**src/rtl/gayle_host_if.sv**
```systemverilog
// Bundles the command handshake, result and Gayle bus signals of gayle_host.
// master: the host side (drives the bus), slave: the controller/target side.
interface gayle_host_if;
    logic       cmd_valid;
    logic [1:0] cmd;
    logic       cmd_arg;
    logic       cmd_ready;
    logic       done;
    logic [3:0] id_out;
    logic       id_match;
    logic       svc_stat;
    logic       svc_chg;
    logic       INT2;
    logic       CS;
    logic       DS;
    logic       RW;
    logic       A18;
    logic [2:0] A;
    logic [7:0] DOUT;
    logic [7:0] DIN;

    modport master (
        input  cmd_valid, cmd, cmd_arg, INT2, DIN,
        output cmd_ready, done, id_out, id_match, svc_stat, svc_chg,
               CS, DS, RW, A18, A, DOUT
    );

    modport slave (
        output cmd_valid, cmd, cmd_arg, INT2, DIN,
        input  cmd_ready, done, id_out, id_match, svc_stat, svc_chg,
               CS, DS, RW, A18, A, DOUT
    );
endinterface

```
**src/rtl/gayle_host.sv**
```systemverilog
// Gayle bus initiator: runs the ID probe, INTENA write and interrupt service
// sequences as chains of SETUP/STROBE/HOLD/RECOV accesses with registered outputs.
module gayle_host #(
    parameter logic [3:0] EXPECT_ID = 4'hd,
    parameter int         GAP       = 1,
    parameter bit         AUTO_SVC  = 1'b1
) (
    input  logic          CLKCPU,
    input  logic          RESET,
    gayle_host_if.master  bus
);
    localparam int GW = (GAP > 1) ? $clog2(GAP) : 1;

    localparam logic [2:0] ST_IDLE   = 3'd0;
    localparam logic [2:0] ST_SETUP  = 3'd1;
    localparam logic [2:0] ST_STROBE = 3'd2;
    localparam logic [2:0] ST_HOLD   = 3'd3;
    localparam logic [2:0] ST_RECOV  = 3'd4;

    localparam logic [1:0] SEQ_PROBE  = 2'd0;
    localparam logic [1:0] SEQ_INTENA = 2'd1;
    localparam logic [1:0] SEQ_SVC    = 2'd2;

    // Access descriptor {RW, A18, A[2:0], DOUT[7:0]} for a given sequence step.
    function automatic logic [12:0] access_desc(input logic [1:0] seq,
                                                input logic [2:0] step,
                                                input logic       arg);
        logic [12:0] d;
        case (seq)
            SEQ_PROBE:  d = (step == 3'd0) ? {1'b0, 1'b1, 3'd1, 8'h00}
                                           : {1'b1, 1'b1, 3'd1, 8'h00};
            SEQ_INTENA: d = {1'b0, 1'b0, 3'd2, arg, 7'd0};
            SEQ_SVC: begin
                case (step)
                    3'd0:    d = {1'b1, 1'b0, 3'd0, 8'h00};
                    3'd1:    d = {1'b1, 1'b0, 3'd1, 8'h00};
                    default: d = {1'b0, 1'b0, 3'd1, 8'h00};
                endcase
            end
            default:    d = {1'b1, 1'b0, 3'd0, 8'h00};
        endcase
        return d;
    endfunction

    logic [2:0]    state_q, state_d;
    logic [1:0]    seq_q, seq_d;
    logic [2:0]    step_q, step_d;
    logic [GW-1:0] gap_q, gap_d;
    logic          last_q, last_d;
    logic          arg_q, arg_d;
    logic [3:0]    id_shift_q, id_shift_d;
    logic          stat_tmp_q, stat_tmp_d;
    logic          chg_tmp_q, chg_tmp_d;
    logic          cs_q, cs_d, ds_q, ds_d, rw_q, rw_d, a18_q, a18_d;
    logic [2:0]    a_q, a_d;
    logic [7:0]    dout_q, dout_d;
    logic          ready_q, ready_d, done_q, done_d;
    logic [3:0]    id_out_q, id_out_d;
    logic          id_match_q, id_match_d;
    logic          svc_stat_q, svc_stat_d, svc_chg_q, svc_chg_d;
    logic          launch_s;
    logic          din_unused_s;

    assign din_unused_s = ^bus.DIN[6:0];

    // Next-state logic: sequence selection, access phasing and result capture.
    always_comb begin
        state_d    = state_q;
        seq_d      = seq_q;
        step_d     = step_q;
        gap_d      = gap_q;
        last_d     = last_q;
        arg_d      = arg_q;
        id_shift_d = id_shift_q;
        stat_tmp_d = stat_tmp_q;
        chg_tmp_d  = chg_tmp_q;
        cs_d       = cs_q;
        ds_d       = ds_q;
        rw_d       = rw_q;
        a18_d      = a18_q;
        a_d        = a_q;
        dout_d     = dout_q;
        ready_d    = ready_q;
        done_d     = 1'b0;
        id_out_d   = id_out_q;
        id_match_d = id_match_q;
        svc_stat_d = svc_stat_q;
        svc_chg_d  = svc_chg_q;
        launch_s   = 1'b0;

        case (state_q)
            ST_IDLE: begin
                if (bus.cmd_valid) begin
                    case (bus.cmd)
                        2'd0: begin seq_d = SEQ_PROBE;  launch_s = 1'b1; end
                        2'd1: begin seq_d = SEQ_INTENA; launch_s = 1'b1; end
                        2'd2: begin seq_d = SEQ_SVC;    launch_s = 1'b1; end
                        default: done_d = 1'b1;   // reserved: accepted, no bus activity
                    endcase
                    arg_d      = bus.cmd_arg;
                    step_d     = 3'd0;
                    id_shift_d = 4'd0;
                end else if (AUTO_SVC && bus.INT2) begin
                    seq_d    = SEQ_SVC;
                    step_d   = 3'd0;
                    launch_s = 1'b1;
                end else begin
                    state_d = ST_IDLE;
                end
            end
            ST_SETUP: begin
                ds_d    = 1'b0;
                state_d = ST_STROBE;
            end
            ST_STROBE: begin
                state_d = ST_HOLD;
            end
            ST_HOLD: begin
                cs_d    = 1'b1;
                ds_d    = 1'b1;
                rw_d    = 1'b1;
                gap_d   = GW'(GAP - 1);
                state_d = ST_RECOV;
                case (seq_q)
                    SEQ_PROBE: begin
                        if (step_q != 3'd0) begin
                            id_shift_d = {id_shift_q[2:0], bus.DIN[7]};
                        end else begin
                            id_shift_d = 4'd0;
                        end
                        last_d = (step_q == 3'd4);
                    end
                    SEQ_SVC: begin
                        case (step_q)
                            3'd0: begin stat_tmp_d = bus.DIN[7]; last_d = 1'b0; end
                            // Clear write only needed when a change was latched.
                            3'd1: begin chg_tmp_d = bus.DIN[7]; last_d = ~bus.DIN[7]; end
                            default: last_d = 1'b1;
                        endcase
                    end
                    default: last_d = 1'b1;
                endcase
            end
            ST_RECOV: begin
                if (gap_q != GW'(0)) begin
                    gap_d = gap_q - GW'(1);
                end else if (last_q) begin
                    state_d = ST_IDLE;
                    done_d  = 1'b1;
                    ready_d = 1'b1;
                    if (seq_q == SEQ_PROBE) begin
                        id_out_d   = id_shift_q;
                        id_match_d = (id_shift_q == EXPECT_ID);
                    end else if (seq_q == SEQ_SVC) begin
                        svc_stat_d = stat_tmp_q;
                        svc_chg_d  = chg_tmp_q;
                    end else begin
                        id_out_d = id_out_q;
                    end
                end else begin
                    step_d   = step_q + 3'd1;
                    launch_s = 1'b1;
                end
            end
            default: begin
                state_d = ST_IDLE;
                cs_d    = 1'b1;
                ds_d    = 1'b1;
                rw_d    = 1'b1;
                ready_d = 1'b1;
            end
        endcase

        if (launch_s) begin
            state_d = ST_SETUP;
            cs_d    = 1'b0;
            ds_d    = 1'b1;
            ready_d = 1'b0;
            {rw_d, a18_d, a_d, dout_d} = access_desc(seq_d, step_d, arg_d);
        end else begin
            cs_d = cs_d;
        end
    end

    // State and output registers with synchronous active-low reset.
    always_ff @(posedge CLKCPU) begin
        if (!RESET) begin
            state_q    <= ST_IDLE;
            seq_q      <= SEQ_PROBE;
            step_q     <= 3'd0;
            gap_q      <= GW'(0);
            last_q     <= 1'b0;
            arg_q      <= 1'b0;
            id_shift_q <= 4'd0;
            stat_tmp_q <= 1'b0;
            chg_tmp_q  <= 1'b0;
            cs_q       <= 1'b1;
            ds_q       <= 1'b1;
            rw_q       <= 1'b1;
            a18_q      <= 1'b0;
            a_q        <= 3'd0;
            dout_q     <= 8'h00;
            ready_q    <= 1'b1;
            done_q     <= 1'b0;
            id_out_q   <= 4'd0;
            id_match_q <= 1'b0;
            svc_stat_q <= 1'b0;
            svc_chg_q  <= 1'b0;
        end else begin
            state_q    <= state_d;
            seq_q      <= seq_d;
            step_q     <= step_d;
            gap_q      <= gap_d;
            last_q     <= last_d;
            arg_q      <= arg_d;
            id_shift_q <= id_shift_d;
            stat_tmp_q <= stat_tmp_d;
            chg_tmp_q  <= chg_tmp_d;
            cs_q       <= cs_d;
            ds_q       <= ds_d;
            rw_q       <= rw_d;
            a18_q      <= a18_d;
            a_q        <= a_d;
            dout_q     <= dout_d;
            ready_q    <= ready_d;
            done_q     <= done_d;
            id_out_q   <= id_out_d;
            id_match_q <= id_match_d;
            svc_stat_q <= svc_stat_d;
            svc_chg_q  <= svc_chg_d;
        end
    end

    assign bus.CS        = cs_q;
    assign bus.DS        = ds_q;
    assign bus.RW        = rw_q;
    assign bus.A18       = a18_q;
    assign bus.A         = a_q;
    assign bus.DOUT      = dout_q;
    assign bus.cmd_ready = ready_q;
    assign bus.done      = done_q;
    assign bus.id_out    = id_out_q;
    assign bus.id_match  = id_match_q;
    assign bus.svc_stat  = svc_stat_q;
    assign bus.svc_chg   = svc_chg_q;
endmodule

```
**src/flat_wrapper.sv**
```systemverilog
// flat-port wrapper written by rule: the top's interface ports become plain ports
module gayle_host_flat 
#(
    parameter logic [3:0] EXPECT_ID = 4'hd,
    parameter int         GAP       = 1,
    parameter bit         AUTO_SVC  = 1'b1
)
  (CLKCPU, RESET, bus_cmd_valid, bus_cmd, bus_cmd_arg, bus_INT2, bus_DIN, bus_cmd_ready, bus_done, bus_id_out, bus_id_match, bus_svc_stat, bus_svc_chg, bus_CS, bus_DS, bus_RW, bus_A18, bus_A, bus_DOUT);
  gayle_host_if bus_i ();
  input  logic CLKCPU;
  input  logic RESET;
  input wire logic [$bits(bus_i.cmd_valid)-1:0] bus_cmd_valid;
  input wire logic [$bits(bus_i.cmd)-1:0] bus_cmd;
  input wire logic [$bits(bus_i.cmd_arg)-1:0] bus_cmd_arg;
  input wire logic [$bits(bus_i.INT2)-1:0] bus_INT2;
  input wire logic [$bits(bus_i.DIN)-1:0] bus_DIN;
  output wire logic [$bits(bus_i.cmd_ready)-1:0] bus_cmd_ready;
  output wire logic [$bits(bus_i.done)-1:0] bus_done;
  output wire logic [$bits(bus_i.id_out)-1:0] bus_id_out;
  output wire logic [$bits(bus_i.id_match)-1:0] bus_id_match;
  output wire logic [$bits(bus_i.svc_stat)-1:0] bus_svc_stat;
  output wire logic [$bits(bus_i.svc_chg)-1:0] bus_svc_chg;
  output wire logic [$bits(bus_i.CS)-1:0] bus_CS;
  output wire logic [$bits(bus_i.DS)-1:0] bus_DS;
  output wire logic [$bits(bus_i.RW)-1:0] bus_RW;
  output wire logic [$bits(bus_i.A18)-1:0] bus_A18;
  output wire logic [$bits(bus_i.A)-1:0] bus_A;
  output wire logic [$bits(bus_i.DOUT)-1:0] bus_DOUT;
  assign bus_i.cmd_valid = bus_cmd_valid;
  assign bus_i.cmd = bus_cmd;
  assign bus_i.cmd_arg = bus_cmd_arg;
  assign bus_i.INT2 = bus_INT2;
  assign bus_i.DIN = bus_DIN;
  assign bus_cmd_ready = bus_i.cmd_ready;
  assign bus_done = bus_i.done;
  assign bus_id_out = bus_i.id_out;
  assign bus_id_match = bus_i.id_match;
  assign bus_svc_stat = bus_i.svc_stat;
  assign bus_svc_chg = bus_i.svc_chg;
  assign bus_CS = bus_i.CS;
  assign bus_DS = bus_i.DS;
  assign bus_RW = bus_i.RW;
  assign bus_A18 = bus_i.A18;
  assign bus_A = bus_i.A;
  assign bus_DOUT = bus_i.DOUT;
  gayle_host #(.EXPECT_ID(EXPECT_ID), .GAP(GAP), .AUTO_SVC(AUTO_SVC)) u_core (.CLKCPU(CLKCPU), .RESET(RESET), .bus(bus_i));
endmodule
```
**config.mk**
```make
export PLATFORM = sky130hd
export DESIGN_NAME = gayle_host_flat
export DESIGN_NICKNAME = d
export VERILOG_FILES = /design/src/rtl/gayle_host_if.sv /design/src/rtl/gayle_host.sv /design/src/flat_wrapper.sv
export SDC_FILE = /design/constraint.sdc
export NUM_CORES = 1
export LEC_CHECK = 0
export ABC_AREA = 1
export ABC_CLOCK_PERIOD_IN_PS = 3500
export CAP_MARGIN = 20
export CORE_ASPECT_RATIO = 0.8
export CORE_MARGIN = 4
export CORE_UTILIZATION = 40
export CTS_CLUSTER_SIZE = 8
export DETAILED_ROUTE_END_ITERATION = 8
export HOLD_SLACK_MARGIN = 0.08
export PLACE_DENSITY = 0.67
export SYNTH_ARGS = -nofsm -noshare
export SYNTH_HDL_FRONTEND = slang
export SYNTH_SLANG_ARGS = --single-unit
```
**constraint.sdc**
```tcl
create_clock -name CLKCPU -period 3.5 [get_ports CLKCPU]
set_clock_uncertainty 0.1 [all_clocks]
set_input_delay 0.35 -clock CLKCPU [delete_from_list [all_inputs] [get_ports CLKCPU]]
set_output_delay 0.35 -clock CLKCPU [all_outputs]
set_load 0.02 [all_outputs]
```
# ---- Yosys cells after proc, flatten, opt, wreduce, memory -nomap -nowiden
# Index checks and enable logic that the tools add are counted.
dict set report classes {
  add_sub_neg 2
  n_eq_ne 25
  muxes 47
  bitwise_logic 4
  reduce_logical 22
}
# operator n
set op_table {}
lappend op_table {{$pmux 13 s3} 1}
lappend op_table {{$pmux 13 s2} 1}
lappend op_table {{$mux 3} 8}
lappend op_table {{$mux 1} 19}
lappend op_table {{$pmux 3 s5} 1}
lappend op_table {{$pmux 1 s2} 7}
lappend op_table {{$mux 13} 1}
lappend op_table {{$mux 4} 3}
lappend op_table {{$reduce_and 3->1} 4}
lappend op_table {{$reduce_and 4->1} 3}
lappend op_table {{$eq 3x1->1 const B} 3}
lappend op_table {{$logic_not 3->1} 3}
lappend op_table {{$ne 2x1->1 const B} 4}
lappend op_table {{$ne 2x2->1 const B} 4}
lappend op_table {{$pmux 4 s2} 1}
lappend op_table {{$reduce_or 4->1} 2}
lappend op_table {{$eq 2x2->1 const B} 3}
lappend op_table {{$eq 3x2->1 const B} 2}
lappend op_table {{$eq 3x3->1 const B} 2}
lappend op_table {{$logic_not 2->1} 3}
lappend op_table {{$mux 2} 3}
lappend op_table {{$ne 3x2->1 const B} 2}
lappend op_table {{$pmux 2 s3} 1}
lappend op_table {{$pmux 3 s2} 1}
lappend op_table {{12 further kinds} 18}
dict set report word_totals {
  reg_bits 41
  in_bits 15
  out_inout_bits 24
  wordCells 122
}

# ---- Logic depth before layout (Yosys ltp)
# Gate-level depths: netlist of run 1.
dict set report depth {
  word_depth 8
  depth_mapped 11
  ltp_nobuf 11
}

# ---- Worst setup path before layout of run 1
# OpenSTA, ideal clock, no wires.
dict set report synth_path {
  kind {flip-flop to flip-flop}
  startpoint {register u_core.step_q[0]}
  endpoint {register u_core.rw_q, in the netlist u_core.bus.RW}
  setup_ns 0.066
  t_arrival_ns 1.255
  t_required_ns 3.334
  slack_ns 2.079
  stages_incl_launch_ff 12
  n_path_buf 0
  synth_period_minus_slack_ns 1.421
  cell_sequence {dfxtp_1 inv_1 ha_1 nand2_1 nand2_1 nand2_1 nand2_1 nor2_1 nand2_1 nand2_1 nand2_1 a21oi_2}
}
dict set report synth_via {
  elab_chain_cells 8
  elab_cells_between_ends 12
  classes_between {add/sub: 1; eq/ne: 1; mux: 9; reduce/logical: 1}
}
# element line
set synth_lines {}
lappend synth_lines {{from (decl)} gayle_host.sv:47} ;# logic [2:0] step_q, step_d;
lappend synth_lines {{from (signal assigned)} gayle_host.sv:212} ;# step_q <= step_d;
lappend synth_lines {{$add 3x1->3} gayle_host.sv:161} ;# step_d = step_q + 3'd1;
lappend synth_lines {{$mux 3} gayle_host.sv:147} ;# end else if (last_q) begin
lappend synth_lines {{$mux 3} gayle_host.sv:145} ;# if (gap_q != GW'(0)) begin
lappend synth_lines {{$pmux 3 s2 *} gayle_host.sv:91} ;# case (state_q)
lappend synth_lines {{$eq 3x1->1 / $logic_not 3->1 (equally long branches)} {gayle_host.sv:34, gayle_host.sv:30}}
lappend synth_lines {{$pmux 13 s2 / $mux 13 (equally long branches)} {gayle_host.sv:34, gayle_host.sv:30}}
lappend synth_lines {{$pmux 13 s3 *} gayle_host.sv:29} ;# case (seq)
lappend synth_lines {{$mux 1 *} gayle_host.sv:174} ;# if (launch_s) begin
lappend synth_lines {{to (signal assigned)} gayle_host.sv:221} ;# rw_q <= rw_d;
lappend synth_lines {{to (decl)} gayle_host.sv:54} ;# logic cs_q, cs_d, ds_q, ds_d, rw_q, rw_d, a18_q, a18_d;
# Mark *: on every way between the ends. The rest lies on a longest branch, timed or not.
# A chain may end at the register's enable or synchronous reset.

==> results.py, run 1 <==
metrics = {
    "finish": {
        "final_cell_mix": "52 x nand2_1, 32 x nor2_1, 32 x dfxtp_1",
        "fin_nets": 271,
        "final_common_cell": "nand2_1",
        "synthToLayoutAreaGrowth_pct": 23.8,
        "drive_above_1_share": 0.0984,
        "diodes": 0,
    },
    "clocking": {
        "htreeDepth": 2,
        "cts_hold_buffers": 0,
        "ctsRootBufferMaster": "clkbuf_8",
        "worstSkewPairLatency_ns": 0.29,
        "cts_tree": "yes",
        "clock_sinks": 32,
        "cts_buffer_depth": 2,
        "ctsResizeCount": 0,
        "post_cts_buffers": 0,
        "cts_buffers": 5,
        "path_clk_slew_ns": 0.06,
    },
    "logic_synthesis": {
        "avgSynthCellArea_um2": 6.98,
        "synth_area_um2": 1590,
        "synth.ff_latch_count": 32,
        "yosysWarnings": 0,
        "synth_top_area_frac": 0.404,
        "synth_cell_types": 28,
        "syn_inst": 227,
        "ys_top_cells_by_area": "dfxtp_1 40%, nand2_1 12%, nor2_1 7.6%",
        "seq_area_frac_synth": 0.404,
        "synth.largest_area_cell": "dfxtp_1",
    },
    "critical_path": {
        "slowest_stage": "clkdlybuf4s50_1",
        "arrival_ns": 1.84,
        "worstSetupEndpointType": "flip-flop",
        "start_kind": "primary input",
        "worstRegToRegCells": 11,
        "cp_cell_sequence": "clkdlybuf4s50_1 -> inv_1 -> nor3_1 -> nor2_1",
        "crit_required_ns": 3.58,
        "critical_path.max_stage_delay_ns": 0.80,
        "worstPathMaxFanout": 15,
        "path_class": "in2reg",
    },
    "sta": {
        "slew_violations": 0,
        "period_share": 0.502,
        "finalHoldViolations": 0,
        "relSlewSlack": 0.651,
        "tns_ns": 0,
        "fin_crit_ns": 1.76,
        "finalWorstSetupSlack_ns": 1.74,
        "timing.fmax_ghz": 0.569,
        "tightest_slew_ns": 0.521,
        "setup_violations": 0,
        "rsz0062_at_grt": "false",
    },
    "drt": {
        "remaining_drc_errors": 0,
        "wl_um": 3390,
        "routedWlPerCell_um": 11.0,
        "vias": 1434,
        "firstDrtPassIters": 6,
        "drtIter0Drc": 91,
        "viasPerCell": 4.64,
        "antenna_left": 0,
    },
    "hold_path": {
        "whs_path_depth": 2,
        "worstHoldPathType": "reg2reg",
    },
    "power": {
        "leakage_nw": 0.902,
        "peakVddDrop_mv": 0.260,
        "cellPowerDensity_nw_per_um2": 502,
    },
    "place": {
        "hpwlAfterDp_um": 2570,
        "io_buffer_count": 23,
        "dpl_worst_slack_ns": 1.43,
        "gp_congestion": 0.855,
    },
    "die": {
        "io_pins": 39,
        "fp.dieW_um": 78.4,
        "fp.dieH_um": 64.3,
        "std_cell_rows": 20,
        "start_util": 0.417,
        "core_area_um2": 3800,
        "dieArea_um2": 5040,
    },
    "global_route": {
        "grt_use_total": 0.144,
        "grt_max_degree": 16,
        "overflow": 0,
        "grt_pass1_vias": 1217,
        "grt_antenna_before_repair": 0,
        "grt_pass1_wl_um": 5530,
    },
    "run": {
        "maxCapViolCount": 0,
    },
    "run_status": {
        "status": "completed",
    },
}
synth_stat cells, drive strengths merged:
master / number
or2: 1
o2111a: 1
a211oi: 1
clkinv: 1
a21oi: 10
clkbuf: 2
conb: 1
ha: 3
a311oi: 1
dfxtp: 32
nor3: 4
buf: 9
o41ai: 1
nor2: 37
nand2: 57
o21ai: 14
nand4: 5
nand3: 16
o211ai: 1
inv: 29
o31ai: 1
power breakdown:
part | internal, mW | switching, mW
registers | 0.392 | 0.0181
logic | 0.0673 | 0.116
clock network | 0.251 | 0.139
total | 0.711 | 0.273
final timing paths:
check	start	endpoint	slack [ns]
worst max-delay path	RESET	u_core.bus.CS	1.74
worst min-delay path	u_core.bus.A18	u_core.bus.A18	0.35
worst max register to register	u_core.step_q[0]	u_core.bus.RW	1.84
worst min register to register	u_core.bus.A18	u_core.bus.A18	0.35
cell families (layout without fill, tap and decap cells):
group / Yosys count / count (layout) / synth area share
other cells: 1 / 8 / 0.00237
buf+inv: 41 / 61 / 0.118
simple gates: 120 / 120 / 0.341
fa+ha+maj: 3 / 3 / 0.0237
flops: 32 / 32 / 0.404
compound gates: 30 / 30 / 0.111
state kept, by name, indices dropped and copies added, names as in the netlist, 2 cells and up:
| name | cells |
|---|---|
| u_core.id_shift_q | 4 |
| u_core.step_q | 3 |
| u_core.bus.id_out | 4 |
| u_core.seq_q | 2 |
| u_core.bus.A | 2 |
| u_core.state_q | 3 |
metal layers:
layer,part of all wire,GRT usage,vias to the layer above
met4,0.014,0.0524,0
met5,0,0,-
met3,0.052,0.0592,5
met2,0.41,0.203,32
met1,0.52,0.194,639
li1,-,-,758
cell type report:
class                           instances  area [µm²]
Fill cell                             387        1840
Multi-Input combinational cell        161         783
Sequential cell                        32         641
Timing Repair Buffer                   23         230
Inverter                               30         113
Clock buffer                            7        96.3
Tap cell                               55        68.8
Clock inverter                          1        30.0
per-stage QoR:
stage	util	std cells	power [mW]	hold slack, ns	instance area [µm²]
2_1_floorplan	-	234	0.547	0.341	1610
3_3_place_gp	0.483	301	0.601	0.342	1840
3_5_place_dp	0.483	301	0.601	0.342	1840
4_1_cts	0.516	309	0.992	0.353	1960
5_1_grt	0.516	309	1.03	0.376	1960
6_report	0.516	309	0.984	0.349	1960
critical path, delay by kind of cell:
family,cells,cell delay (ns)
and+or+nand+nor,2,0.32
buffers and inverters,2,1.17
Power figures use the tool's default switching activity.
==> run 2: changes to the inputs <==
- ABC_CLOCK_PERIOD_IN_PS: 3500 -> 1600
- PLACE_DENSITY: 0.67 -> 0.7
- clock period: 3.5 -> 1.6 ns (I/O delays scaled with it)
==> results.py, run 2 (synthesis gave the netlist of run 1 again) <==
metrics = {
    "drt": {
        "vias": 1483,
        "firstDrtPassIters": 4,
        "remaining_drc_errors": 0,
        "viasPerCell": 4.55,
        "wl_um": 3510,
        "routedWlPerCell_um": 10.8,
        "antenna_left": 0,
        "drtIter0Drc": 107,
    },
    "die": {
        "dieArea_um2": 5040,
        "core_area_um2": 3800,
        "fp.dieH_um": 64.3,
        "std_cell_rows": 20,
        "start_util": 0.417,
        "io_pins": 39,
        "fp.dieW_um": 78.4,
    },
    "clocking": {
        "worstSkewPairLatency_ns": 0.28,
        "htreeDepth": 2,
        "path_clk_slew_ns": 0.06,
        "cts_hold_buffers": 0,
        "cts_buffers": 5,
        "clock_sinks": 32,
        "cts_buffer_depth": 2,
        "cts_tree": "yes",
        "ctsRootBufferMaster": "clkbuf_8",
    },
    "critical_path": {
        "r2r_end": "u_core.bus.A[0]",
        "r2r-start": "u_core.step_q[0]",
        "worstSetupEndpointType": "flip-flop",
        "start_kind": "flip-flop",
        "arrival_ns": 1.58,
        "crit_required_ns": 1.67,
        "path_class": "reg2reg",
        "ff2ff_setup_slack_ns": 0.09,
        "worstPathMaxFanout": 4,
        "worstRegToRegCells": 11,
    },
    "finish": {
        "ff_latch_area_um2": 646,
        "diodes": 0,
        "final_cell_mix": "52 x nand2_1, 29 x nor2_1, 28 x dfxtp_1",
        "fill_cells": 381,
        "final_common_cell": "nand2_1",
        "utilization": 0.545,
        "synthToLayoutAreaGrowth_pct": 30.9,
        "drive_above_1_share": 0.192,
        "multi_input_area_um2": 812,
        "fin_nets": 289,
    },
    "power": {
        "seqPwrFrac": 0.467,
        "power.internal_mw": 1.34,
        "cellPowerDensity_nw_per_um2": 930,
        "netSwitchingFraction": 0.304,
        "p_clk_frac": 0.298,
        "leakage_nw": 0.962,
        "peakVddDrop_mv": 0.506,
        "power.switching_mw": 0.586,
        "pwr-share-comb": 0.235,
    },
    "hold_path": {
        "whs_path_depth": 2,
        "hold_end": "u_core.bus.A18",
        "hold_start": "u_core.bus.A18",
        "worstHoldPathType": "reg2reg",
    },
    "sta": {
        "setup_violations": 0,
        "period_share": 0.945,
        "timing.fmax_ghz": 0.661,
        "rsz0062_at_grt": "true",
        "fin_crit_ns": 1.51,
        "slew_violations": 0,
        "tns_ns": 0,
        "finalHoldViolations": 0,
    },
    "place": {
        "hpwlAfterDp_um": 2630,
        "io_buffer_count": 23,
        "gp_congestion": 0.824,
    },
    "run": {
        "maxCapViolCount": 0,
    },
    "global_route": {
        "overflow": 0,
        "grt_use_total": 0.142,
        "grt_max_degree": 12,
        "grt_pass1_vias": 1299,
        "grt_antenna_before_repair": 0,
        "grt_pass1_wl_um": 5620,
    },
    "run_status": {
        "status": "completed",
    },
}
==> run 2: cell types whose count changed in the layout (fill, tap and decap cells not counted), moves of 3 or more <==
cell,before,now
nor2_1,32,29
buf_4,0,17
nor2_2,3,7
dfxtp_2,0,4
dfxtp_1,32,28
==> run 2: cell type report <==
type                       count  area share
clock buffer                   6      0.0350
clock inverter                 1     0.00241
inverter                      30      0.0543
multi-input combinational    162       0.391
sequential                    32       0.311
tap                           55      0.0332
timing repair buffer          40       0.172
==> run 2: timing repair <==
action / CTS / global route
setup buffers: 0 / 1
endpoints found under the setup margin: 0 / 3
gates resized for setup: 0 / 11
==> run 2: worst max-delay path by stage <==
stage                           from               to  slack (ns)  cells past startpoint
floorplan           u_core.step_q[0]    u_core.bus.RW        0.18                     11
global placement       bus_cmd_valid    u_core.bus.RW       -0.08                     10
detailed placement     bus_cmd_valid    u_core.bus.RW       -0.10                     10
CTS                 u_core.step_q[0]    u_core.bus.RW        0.07                     11
global route           u_core.last_q    u_core.bus.RW       -0.01                      8
finish              u_core.step_q[0]  u_core.bus.A[0]        0.09                     11
==> run 2: metal layers <==
layer,up-vias,share of wire,global-route usage
met3,7,0.042,0.0423
li1,795,-,-
met5,-,0,0
met1,650,0.50,0.188
met2,31,0.44,0.218
met4,0,0.015,0.0524
==> run 2: metrics by stage <==
stage / hold WS (ns) / total power [mW] / setup slack (ns) / cells / instance area, µm²
after floorplan: 0.200 / 1.20 / 0.179 / 234 / 1610
after global placement: 0.344 / 1.35 / -0.0766 / 317 / 1960
after detailed placement: 0.344 / 1.35 / -0.105 / 317 / 1960
after CTS: 0.355 / 1.93 / 0.0726 / 324 / 2030
after global routing: 0.375 / 2.03 / -0.0122 / 326 / 2070
final: 0.351 / 1.93 / 0.0882 / 326 / 2070
==> run 2: worst max-delay path, stage by stage (launching register included) <==
cell and delay (ns):
dfxtp_2 0.33, buf_4 0.12, ha_2 0.21, nand2_1 0.06, nand2_1 0.07, nand2_1 0.05
nand2_1 0.05, nand2_1 0.07, nor2_2 0.12, nand2_1 0.09, nand2_1 0.07, nand3_1 0.06
==> run 2: power by group through the flow <==
stage | Clock [mW] | Sequential [mW] | Combinational [mW]
after floorplan | 0 | 0.947 | 0.248
after global placement | 0 | 0.915 | 0.436
after detailed placement | 0 | 0.916 | 0.439
after CTS | 0.589 | 0.898 | 0.442
after global routing | 0.626 | 0.910 | 0.496
final | 0.575 | 0.902 | 0.454
==> run 3: changes to the inputs <==
- HOLD_SLACK_MARGIN: 0.08 -> default
- SETUP_SLACK_MARGIN: default -> 0.15
==> results.py, run 3 (synthesis gave the netlist of run 1 again) <==
metrics = {
    "critical_path": {
        "startpoint": "u_core.state_q[0]",
        "path_class": "reg2reg",
        "crit_required_ns": 1.72,
        "worstPathMaxFanout": 8,
        "critPathCapture": "u_core.bus.RW",
        "ff2ff_setup_slack_ns": 0.1,
        "start_kind": "flip-flop",
        "worstRegToRegCells": 7,
        "r2r-start": "u_core.state_q[0]",
        "arrival_ns": 1.62,
        "worstSetupEndpointType": "flip-flop",
        "r2r_end": "u_core.bus.RW",
    },
    "finish": {
        "fill_cells": 354,
        "diodes": 0,
        "drive_above_1_share": 0.275,
        "post-route-cell-area_um2": 2230,
        "utilization": 0.586,
        "final_cell_mix": "44 x nand2_1, 28 x dfxtp_1, 26 x nor2_1",
        "final_common_cell": "nand2_1",
        "fin_nets": 294,
        "ff_latch_area_um2": 651,
        "fin_cells": 331,
        "synthToLayoutAreaGrowth_pct": 40.6,
        "multi_input_area_um2": 922,
    },
    "power": {
        "peakVddDrop_mv": 0.486,
        "cellPowerDensity_nw_per_um2": 900,
        "totalPowerFinal_mw": 2.01,
        "leakage_nw": 1.08,
    },
    "clocking": {
        "htreeDepth": 2,
        "cts_buffers": 5,
        "clock_sinks": 32,
        "ctsRootBufferMaster": "clkbuf_8",
        "cts_hold_buffers": 0,
        "path_clk_slew_ns": 0.06,
        "worstSkewPairLatency_ns": 0.28,
        "cts_tree": "yes",
        "cts_buffer_depth": 2,
    },
    "sta": {
        "tns_ns": 0,
        "rsz0062_at_grt": "true",
        "timing.fmax_ghz": 0.666,
        "period_share": 0.938,
        "fin_crit_ns": 1.50,
        "setup_violations": 0,
        "finalHoldViolations": 0,
        "slew_violations": 0,
    },
    "place": {
        "dp_cells": 317,
        "io_buffer_count": 23,
        "gp_congestion": 0.824,
        "hpwlAfterDp_um": 2630,
        "placed_area_um2": 1960,
    },
    "global_route": {
        "overflow": 0,
        "grt_pass1_vias": 1409,
        "grt_antenna_before_repair": 0,
        "grt_use_total": 0.154,
        "grt_max_degree": 12,
        "grt_pass1_wl_um": 6120,
    },
    "drt": {
        "wl_um": 3920,
        "drtIter0Drc": 104,
        "vias": 1574,
        "remaining_drc_errors": 0,
        "antenna_left": 0,
        "routedWlPerCell_um": 11.8,
        "viasPerCell": 4.76,
        "firstDrtPassIters": 4,
    },
    "die": {
        "core_area_um2": 3800,
        "start_util": 0.417,
        "io_pins": 39,
        "dieArea_um2": 5040,
        "fp.dieH_um": 64.3,
        "fp.dieW_um": 78.4,
        "std_cell_rows": 20,
    },
    "hold_path": {
        "worstHoldPathType": "reg2reg",
    },
    "run": {
        "maxCapViolCount": 0,
    },
    "run_status": {
        "status": "completed",
    },
}
## run 3: cell types whose count changed in the layout (fill, tap and decap cells not counted), moves of 4 or more
| cell | delta |
|---|---|
| clkdlybuf4s50_1 | -16 |
| dlygate4sd2_1 | +16 |
| nand2_1 | -8 |
| nand2_4 | +7 |
| buf_6 | +4 |
## run 3: what timing repair did
item                                    CTS  global route
resized for setup                        28            37
endpoints found under the setup margin   24            21
pin swaps                                 6            11
cloned                                    0             0
setup buffers                             5             2
## run 3: routing by layer
layer,global-route usage,up-vias,part of all wire
li1,-,808,-
met1,0.195,719,0.46
met2,0.253,40,0.48
met3,0.0423,7,0.051
met4,0.0524,0,0.014
met5,0,-,0
## run 3: worst max-delay path, stage by stage, from the launching register on
cell,delay (ns)
dfxtp_4,0.35
nor2_4,0.25
nand4_1,0.16
nand2_1,0.14
inv_1,0.08
nor2_1,0.15
nand2_1,0.09
a21oi_2,0.12
## run 3: how the worst min path moves through the flow
stage               slack, ns                    to  cells after the start      startpoint
floorplan                0.20  u_core.id_shift_q[0]                      2      bus_DIN[7]
global placement         0.34        u_core.bus.A18                      2  u_core.bus.A18
detailed placement       0.34        u_core.bus.A18                      2  u_core.bus.A18
CTS                      0.35        u_core.bus.A18                      2  u_core.bus.A18
global route             0.37        u_core.bus.A18                      2  u_core.bus.A18
finish                   0.35        u_core.bus.A18                      2  u_core.bus.A18
## run 3: final cells by class
type,instances,share of cell area
Sequential cell,32,0.292
Clock inverter,1,0.00224
Multi-Input combinational cell,161,0.414
Clock buffer,6,0.0325
Tap cell,55,0.0309
Inverter,30,0.0505
Timing Repair Buffer,46,0.178
## run 3: per-stage QoR
stage	setup WS, ns	hold slack, ns
after floorplan	0.179	0.200
after global placement	-0.0766	0.344
after detailed placement	-0.105	0.344
after CTS	0.140	0.352
after global routing	-0.0250	0.372
final	0.0987	0.348
## run 3: report_power, final
group | internal, mW | switching [mW]
combinational | 0.223 | 0.314
clock | 0.295 | 0.279
sequential | 0.859 | 0.0383
